$ cat src/rtl/exe_muldiv_seq.sv
`timescale 1ns/1ps
// exe_muldiv_seq
// ---------------------------------------------------------------------------
// Multi-cycle multiply/divide sequencer for the EXE stage. One MULT, MULTU,
// DIV or DIVU request is accepted in IDLE. The block then runs a radix-2
// iterative shift-add (multiply) or restoring shift-subtract (divide) for
// WIDTH cycles while holding the pipeline stalled. Finally it presents a
// registered HI/LO result together with a one-cycle done/hilowe strobe.
//
// Build option:
//   DIV_EN  defined   : full divider, DIV state present.
//           undefined : no divide datapath. A DIV/DIVU start does not stall;
//                       it goes IDLE->DONE with done=1, hilowe=0 and leaves
//                       hi/lo unchanged.
//
// Ports:
//   clk         clock, all state updates on the rising edge
//   rst         synchronous active-high reset
//   start       request valid, sampled only in IDLE
//   op          00 MULT, 01 MULTU, 10 DIV, 11 DIVU
//   src1        multiplicand / dividend
//   src2        multiplier / divisor
//   flush       abort, wins over everything except rst
//   stall_req   stall request to hazard control (combinational)
//   busy        high in MUL, DIV and DONE
//   done        one-cycle result strobe
//   hilowe      HI/LO write enable
//   hi, lo      product high/low word, or remainder/quotient
//   dbg_state_o current FSM state encoding (0 IDLE, 1 MUL, 2 DIV, 3 DONE)
//
// Handshake: a request is taken on a rising edge where the FSM is IDLE,
// start=1 and flush=0. There is no backpressure on the result; hi/lo are
// valid only in the cycle where done=1 and keep their value afterwards.
// ---------------------------------------------------------------------------
module exe_muldiv_seq #(
   parameter int WIDTH = 32
) (
   input  logic             clk,
   input  logic             rst,
   input  logic             start,
   input  logic [1:0]       op,
   input  logic [WIDTH-1:0] src1,
   input  logic [WIDTH-1:0] src2,
   input  logic             flush,
   output logic             stall_req,
   output logic             busy,
   output logic             done,
   output logic             hilowe,
   output logic [WIDTH-1:0] hi,
   output logic [WIDTH-1:0] lo,
   output logic [1:0]       dbg_state_o
);

   localparam int CNT_W = (WIDTH > 1) ? $clog2(WIDTH) : 1;
   localparam logic [CNT_W-1:0] CNT_LAST = CNT_W'(WIDTH - 1);

   typedef enum logic [1:0] {
      ST_IDLE = 2'd0,
      ST_MUL  = 2'd1,
`ifdef DIV_EN
      ST_DIV  = 2'd2,
`endif
      ST_DONE = 2'd3
   } state_t;

   state_t               state_q;
   logic [CNT_W-1:0]     cnt_q;
   // acc_q: {upper half, lower half}.
   //   MUL: upper = running partial product, lower = multiplier being
   //        consumed from bit 0 while product bits shift in from the top.
   //   DIV: upper = partial remainder, lower = dividend being consumed from
   //        the MSB while quotient bits shift in at bit 0.
   logic [2*WIDTH-1:0]   acc_q;
   logic [WIDTH-1:0]     opb_q;     // multiplicand magnitude or divisor magnitude
   logic                 sign1_q;   // src1 was negative (signed ops only)
   logic                 sign2_q;   // src2 was negative (signed ops only)
   logic [WIDTH-1:0]     hi_q;
   logic [WIDTH-1:0]     lo_q;
   logic                 done_q;
   logic                 hilowe_q;

   // Operand magnitudes; unsigned ops pass the raw operands through.
   logic                 is_signed;
   logic                 neg1;
   logic                 neg2;
   logic [WIDTH-1:0]     mag1;
   logic [WIDTH-1:0]     mag2;

   assign is_signed = ~op[0];
   assign neg1      = is_signed & src1[WIDTH-1];
   assign neg2      = is_signed & src2[WIDTH-1];
   assign mag1      = neg1 ? -src1 : src1;
   assign mag2      = neg2 ? -src2 : src2;

   // Multiply iteration: conditional add into the upper half, then shift the
   // whole accumulator right. The add carry becomes the new MSB.
   logic [WIDTH:0]       mul_sum;
   logic [2*WIDTH-1:0]   mul_acc;
   logic [2*WIDTH-1:0]   prod_res;

   assign mul_sum  = {1'b0, acc_q[2*WIDTH-1:WIDTH]} + (acc_q[0] ? {1'b0, opb_q} : '0);
   assign mul_acc  = {mul_sum, acc_q[WIDTH-1:1]};
   assign prod_res = (sign1_q ^ sign2_q) ? -mul_acc : mul_acc;

`ifdef DIV_EN
   // Restoring divide iteration. The shifted remainder needs one extra bit
   // for the compare; when the subtract happens the true difference is below
   // 2^WIDTH, so a WIDTH-bit subtract is exact.
   logic [WIDTH:0]       rem_sh;
   logic                 div_ge;
   logic [WIDTH-1:0]     rem_nxt;
   logic [2*WIDTH-1:0]   div_acc;
   logic [WIDTH-1:0]     quo_res;
   logic [WIDTH-1:0]     rem_res;

   assign rem_sh  = {acc_q[2*WIDTH-1:WIDTH], acc_q[WIDTH-1]};
   assign div_ge  = (rem_sh >= {1'b0, opb_q});
   assign rem_nxt = div_ge ? (rem_sh[WIDTH-1:0] - opb_q) : rem_sh[WIDTH-1:0];
   assign div_acc = {rem_nxt, acc_q[WIDTH-2:0], div_ge};
   // Quotient negated when signs differ; remainder follows the dividend.
   // INT_MIN / -1 wraps naturally to INT_MIN with remainder 0.
   assign quo_res = (sign1_q ^ sign2_q) ? -div_acc[WIDTH-1:0] : div_acc[WIDTH-1:0];
   assign rem_res = sign1_q ? -div_acc[2*WIDTH-1:WIDTH] : div_acc[2*WIDTH-1:WIDTH];
`endif

   // Combinational stall: the requesting instruction must stall in the same
   // cycle it presents start. DONE does not stall so the instruction can
   // advance with the result.
   logic start_stall;
   logic iterating;

`ifdef DIV_EN
   assign start_stall = start & ~flush;
   assign iterating   = (state_q == ST_MUL) | (state_q == ST_DIV);
`else
   assign start_stall = start & ~flush & ~op[1];
   assign iterating   = (state_q == ST_MUL);
`endif

   assign stall_req   = ~rst & (((state_q == ST_IDLE) & start_stall) | iterating);
   assign busy        = (state_q != ST_IDLE);
   assign done        = done_q;
   assign hilowe      = hilowe_q;
   assign hi          = hi_q;
   assign lo          = lo_q;
   assign dbg_state_o = state_q;

   always_ff @(posedge clk) begin
      if (rst) begin
         state_q  <= ST_IDLE;
         cnt_q    <= '0;
         acc_q    <= '0;
         opb_q    <= '0;
         sign1_q  <= 1'b0;
         sign2_q  <= 1'b0;
         hi_q     <= '0;
         lo_q     <= '0;
         done_q   <= 1'b0;
         hilowe_q <= 1'b0;
      end else begin
         // Strobes are single-cycle unless re-armed below.
         done_q   <= 1'b0;
         hilowe_q <= 1'b0;
         if (flush) begin
            // Abandon any work in flight; hi/lo keep their last result.
            state_q <= ST_IDLE;
            cnt_q   <= '0;
            acc_q   <= '0;
         end else begin
            case (state_q)
               ST_IDLE: begin
                  if (start) begin
                     cnt_q   <= '0;
                     sign1_q <= neg1;
                     sign2_q <= neg2;
                     if (!op[1]) begin
                        acc_q   <= {{WIDTH{1'b0}}, mag2};
                        opb_q   <= mag1;
                        state_q <= ST_MUL;
                     end else begin
`ifdef DIV_EN
                        if (src2 == '0) begin
                           // Divide by zero finishes immediately.
                           acc_q    <= '0;
                           hi_q     <= src1;
                           lo_q     <= '1;
                           done_q   <= 1'b1;
                           hilowe_q <= 1'b1;
                           state_q  <= ST_DONE;
                        end else begin
                           acc_q   <= {{WIDTH{1'b0}}, mag1};
                           opb_q   <= mag2;
                           state_q <= ST_DIV;
                        end
`else
                        // No divider: acknowledge with done but write nothing.
                        acc_q   <= '0;
                        done_q  <= 1'b1;
                        state_q <= ST_DONE;
`endif
                     end
                  end
               end

               ST_MUL: begin
                  acc_q <= mul_acc;
                  cnt_q <= cnt_q + CNT_W'(1);
                  if (cnt_q == CNT_LAST) begin
                     // Sign-correct the final product on the way into DONE so
                     // hi/lo are registered and valid in the DONE cycle.
                     hi_q     <= prod_res[2*WIDTH-1:WIDTH];
                     lo_q     <= prod_res[WIDTH-1:0];
                     done_q   <= 1'b1;
                     hilowe_q <= 1'b1;
                     state_q  <= ST_DONE;
                  end
               end

`ifdef DIV_EN
               ST_DIV: begin
                  acc_q <= div_acc;
                  cnt_q <= cnt_q + CNT_W'(1);
                  if (cnt_q == CNT_LAST) begin
                     hi_q     <= rem_res;
                     lo_q     <= quo_res;
                     done_q   <= 1'b1;
                     hilowe_q <= 1'b1;
                     state_q  <= ST_DONE;
                  end
               end
`endif

               ST_DONE: begin
                  state_q <= ST_IDLE;
               end

               default: begin
                  state_q <= ST_IDLE;
               end
            endcase
         end
      end
   end

endmodule
$ cat config.mk
export PLATFORM = sky130hd
export DESIGN_NAME = exe_muldiv_seq
export DESIGN_NICKNAME = d
export VERILOG_FILES = /design/src/rtl/exe_muldiv_seq.sv
export SDC_FILE = /design/constraint.sdc
export NUM_CORES = 1
export LEC_CHECK = 0
export BUFFER_PORTS_ARGS = -buffer_cell sky130_fd_sc_hd__buf_2
export CAP_MARGIN = 5
export CORE_MARGIN = 10
export CORE_UTILIZATION = 35
export DETAILED_ROUTE_END_ITERATION = 6
export GPL_TIMING_DRIVEN = 0
export SETUP_SLACK_MARGIN = 0.5
export SLEW_MARGIN = 20
export SYNTH_ARGS = -nofsm -noshare
export SYNTH_HDL_FRONTEND = slang
export SYNTH_SLANG_ARGS = --single-unit
$ cat constraint.sdc
create_clock -name clk -period 6.9 [get_ports clk]
set_input_delay 0.345 -clock clk [delete_from_list [all_inputs] [get_ports clk]]
set_output_delay 0.345 -clock clk [all_outputs]
set_load 0.01 [all_outputs]
# After elaboration in Yosys (flattened, before gate mapping)
# Cells that the tools add are included.
[op_classes]
n_shift = 0
n_div = 0
n_mux = 17
n_mul = 0
magnitude_cmp = 0
add_sub_neg = 5
n_reduce_logical = 10
n_eq_ne = 4
bitwise_logic = 13
[ops]
columns = ["op", "n"]
rows = [
  ["two-way mux 32 bit", 4],
  ["two-way mux 64 bit", 2],
  ["case mux 64 bit (2 select lines)", 1],
  ["negator 32 bit", 2],
  ["negator 64 bit", 1],
  ["adder 32 x 32 -> 33 bit", 1],
  ["case mux 5 bit (2 select lines)", 1],
  ["bitwise AND 1 bit", 6],
  ["two-way mux 2 bit", 3],
  ["AND reduction 3 bit", 2],
  ["adder 5 x 1 -> 5 bit, second input constant", 1],
  ["equality test 5 bit, second input constant", 1],
  ["two-way mux 5 bit", 1],
  ["NOT 1 bit", 5],
  ["case mux 2 bit (2 select lines)", 1],
  ["AND reduction 2 bit", 2],
  ["AND reduction 4 bit", 1],
  ["nonzero test 2 bit", 2],
  ["two-way mux 1 bit", 3],
  ["OR reduction 3 bit", 1],
  ["equality test 2 x 1 -> 1 bit, second input constant", 1],
  ["logical NOT 2 bit", 1],
  ["inequality test 2 x 1 -> 1 bit, second input constant", 1],
  ["inequality test 2 bit, second input constant", 1],
  ["other kinds (4)", 4],
]
[totals]
regBits = 171
memories = 0
output_inout_bits = 70
romBits = 0
latchBits = 0
word_cells = 59
inputBits = 70
ramBits = 0

# Depth between registers and ports, before layout
[depth]
word_depth = 6
mapped_depth = 15
ltp_nobuf = 13

# Least setup slack after synthesis
# Ideal clock, no wire load.
[synth_timing]
kind = "reg2reg"
startpoint = "reg acc_q[0]"
endpoint = "reg hi_q[26] (netlist: hi[26])"
t_arrival_ns = 3.622
slack_ns = 3.216
required_time_ns = 6.838
period_less_slack_ns = 3.684
n_path_buf = 2
path_stages_with_launch = 16
setup_time_ns = 0.062
path_cell_list = "dfxtp_1 -> clkbuf_1 -> and2_1 -> ha_1 -> fa_1 -> a211oi_2 -> o211ai_1 -> a21o_1 -> a21oi_2 -> xnor2_1 -> or4_1 -> buf_2 -> nor4b_2 -> nand2_1 -> or4_1 -> nand3_1"
[synth_between]
elab_chain_cells = 4
[synth_lines]
columns = ["element", "line", "source"]
rows = [
  ["start: declaration", "73", "logic [2*WIDTH-1:0] acc_q;"],
  ["start signal: assignment", "177", "acc_q <= {{WIDTH{1'b0}}, mag2};"],
  ["start signal: assignment", "206", "acc_q <= mul_acc;"],
  ["two-way mux 32 bit *", "101", "assign mul_sum = {1'b0, acc_q[2*WIDTH-1:WIDTH]} + (acc_q[0] ? {1'b0, opb_q} : '0);"],
  ["adder 32 x 32 -> 33 bit *", "101", ""],
  ["negator 64 bit", "103", "assign prod_res = (sign1_q ^ sign2_q) ? -mul_acc : mul_acc;"],
  ["two-way mux 64 bit *", "103", ""],
  ["end signal: assignment", "211", "hi_q <= prod_res[2*WIDTH-1:WIDTH];"],
  ["end: declaration", "77", "logic [WIDTH-1:0] hi_q;"],
]
# Mark *: on every way between the ends. The rest lies on a longest branch, timed or not.
# A chain may end at the register's enable or synchronous reset.

# Final worst setup path
# Same ends and word-level chain as after synthesis.

==> summary.md <==
| Metric | Value |
|---|---|
| Synthesized area per cell | `7.84 um^2` |
| Fmax | `approximately 0.22 GHz` |
| Total Power | `2.39 mW` |
| Worst Skew | `0.0166 ns` |
| Worst R2R Setup Slack | `roughly 2.4 ns` |
| Final Max Slew Viols | `0` |
| Critical Path AT | `about 4.8 ns` |
| FFs w/ async S/R, synth | `0%` |
| Hold Vio Cnt, Final | `0` |
| Slew HR | `between 30% and 40%` |
| Final nets | `around 1700` |
| Via density | `around 5.7` |
| Clk buf depth | `2` |
| Total CTS buffers | `17` |
| Worst-margin pin slew | `around 0.94 ns` |
| Max_cap viols | `0` |
| Clock Pin Slew Worst Setup and Hold Paths | `0.07 ns` |
| Psw | `689 uW` |
| Final Instance Area | `12700 um^2` |
| 1st-pass router iterations | `7` |
| Storage cell area | `3420 um^2` |
| Ports | `140` |
| Pwr/cell area | `188 nW/um^2` |
| Synth warn | `0` |
| Switch share | `28.9%` |
| Antenna violations before repair | `2` |
| Post-synth top area share | `a little under a third` |
| CTS root buffer | `clkbuf_16` |
| # fillers | `3207` |
| Pleak | `~4.7 nW` |
| DRC | `0` |
| Die extent in y | `approximately 200 um` |
| 1st-iter DRT viols | `~1200` |
| Critical path origin | `acc_q[0]` |
| Num Clock Sinks | `171` |
| Final-report setup violation count | `0` |
| Status | `complete, no violations` |
| Via count | `approximately 11000` |
| Most common cell in the netlist | `nor2_1` |
| Die X | `between 150 and 200 um` |
| Min cycle time layout | `~4.5 ns` |
| Reg2Reg Launch Point | `acc_q[0]` |
| Main flop type after synthesis | `dfxtp_1` |
| Critical Path Start Type | `flip-flop` |
| CTS tree | `built` |
| Reg2reg path depth | `14` |
| Post-Syn Area | `10900 um^2` |
| H-tree depth | `4` |
| Total Wirelength | `~38000 um` |
| Internal power | `between 1.5 and 2 mW` |
| HP Start | `src1[1]` |
| GR Overflow Total | `0` |
| CORE AREA | `about 31000 um^2` |
| Ant. Diodes | `0` |
| Register share of total power | `between 40% and 50%` |
| Leading area contributor after synthesis | `dfxtp_1` |
| Worst-case setup slack after placement | `about 2.5 ns` |
| Crit Path Class | `flip-flop to flip-flop` |
| Worst hold path cell count | `3` |
| Setup TNS | `0 ns` |
| Detailed placement HPWL | `between 30000 and 40000 um` |
| Netlist cell types | `77` |
| EDFF count, synth | `0` |
| Area added between synthesis and finish | `16.8%` |
| Total die area | `38500 um^2` |
| Layout cells sized above 1 | `between 10% and 20%` |
| Gate power share | `between 10% and 20%` |
| Clock power share | `between 40% and 50%` |
| Synth Register Bits | `between 150 and 200` |
| Worst vdd ir | `around 0.17 mV` |
| Dpl cell area | `~12000 um^2` |
| # port buffers | `about 140` |
| Synth top cells by count | `nor2_1, dfxtp_1, a21oi_1, nand2_1` |
| WL per Instance | `about 20 um` |
| Remaining antenna violation count | `0` |
| Gr usage total | `19.1%` |
| Cells taking the most area after synthesis | `dfxtp_1, nor2_1, a211oi_1, xnor2_1, xor2_1` |
| Final GP Congestion | `just over 0.9` |
| Syn Nets | `1494` |
| CTS Hold Bufs | `0` |
| Initial core utilization | `35.5%` |
| Crit share post-route | `between 60% and 70%` |
| Post-Synthesis Cells | `between 1000 and 1500` |
| Post-CTS setup buffers | `0` |
| HP Class | `input port to flip-flop` |
| Number of global-route vias before repair | `around 10000` |
| Setup crit end kind | `flip-flop` |
| Multi-input gate area | `~7000 um^2` |
| Global-route wire length before repair | `59200 um` |
| FF-to-FF End | `hi[26]` |
| Worst Setup EP | `hi[26]` |
| Register area share after synthesis | `31.5%` |
| Gates resized, CTS repair | `0` |
| Worst-Skew Late Latency | `about 0.44 ns` |
| FP Rows | `64` |
| Crit Path Max Fanout | `10` |
| Unrepaired setup endpoints after global routing | `false` |
| Largest net degree at the start of global routing | `18` |
| Final worst setup slack | `around 2.4 ns` |
| WP data required | `~7.3 ns` |
==> per-layer routing <==
metal	wire length, um	GRT usage (%)
met1	19100	28.5
met5	26	0
met3	2730	3.39
met2	15700	27.5
met4	453	4.47
==> metrics by stage <==
step,hold WS [ns],util (%),std cells
finish,0.216,41.5,1953
global route,0.219,41.5,1953
CTS,0.203,41.5,1953
detailed placement,0.445,39.4,1921
global placement,0.441,39.4,1921
floorplan,0.432,-,1386
==> area by class of cell <==
type,count,area share [%]
multi-input combinational,1104,55.3
timing repair buffer,139,5.48
inverter,19,0.562
clock inverter,15,1.61
tap,396,3.90
clock buffer,17,3.35
sequential,171,27.0
buffer,92,2.79
==> power groups by stage <==
stage | logic (mW) | registers [mW] | clock network, mW
floorplan | 0.196 | 1.03 | 0
finish | 0.306 | 1.02 | 1.06
detailed placement | 0.301 | 1.04 | 0
global route | 0.336 | 1.02 | 1.11
CTS | 0.303 | 1.01 | 1.07
global placement | 0.299 | 1.04 | 0
==> kinds of logic after synthesis <==
family,after synthesis,share of synthesized area [%]
and+or+nand+nor,510,22.9
AOI/OAI and AO/OA,421,26.3
DFF,171,31.5
xor gates and xnor gates,131,10.6
buffers and inverters,111,3.92
adders and majority gates,38,4.45
muxes,4,0.380
==> critical path, stage by stage, from the launching register on <==
cell,delay [ns]
dfxtp_1,0.47
clkbuf_1,0.27
and2_1,0.21
ha_1,0.23
buf_2,0.18
a21oi_1,0.31
o21ai_0,0.21
nor3_1,0.49
a211oi_1,0.30
or4_1,0.51
buf_2,0.19
nor4b_2,0.35
nand2_1,0.11
or4_1,0.48
nand3_1,0.09
==> state kept, by name, summed over array words and instances, names as in the netlist <==
signal and cells:
acc_q 64, cnt_q 5, dbg_state_o 2, done 1, hi 32, hilowe 1
lo 32, opb_q 32, sign1_q 1, sign2_q 1
==> worst min-delay path by stage <==
stage / end / slack [ns]
global placement: opb_q[0] / 0.44
CTS: opb_q[1] / 0.20
floorplan: opb_q[0] / 0.43
global route: opb_q[0] / 0.22
finish: opb_q[1] / 0.22
detailed placement: opb_q[0] / 0.44
==> placed cells by master (no fill, tap or decap), types with 37 or more instances in the layout <==
cell type    n
nor2_1     215
dfxtp_1    171
buf_2      146
nand2_1     95
a21oi_1     95
clkbuf_1    82
a211oi_1    82
xnor2_1     67
xor2_1      64
o21ai_0     57
a22oi_1     50
and2_1      38
ha_1        37
Note: power is estimated with default switching activity, not from simulation.
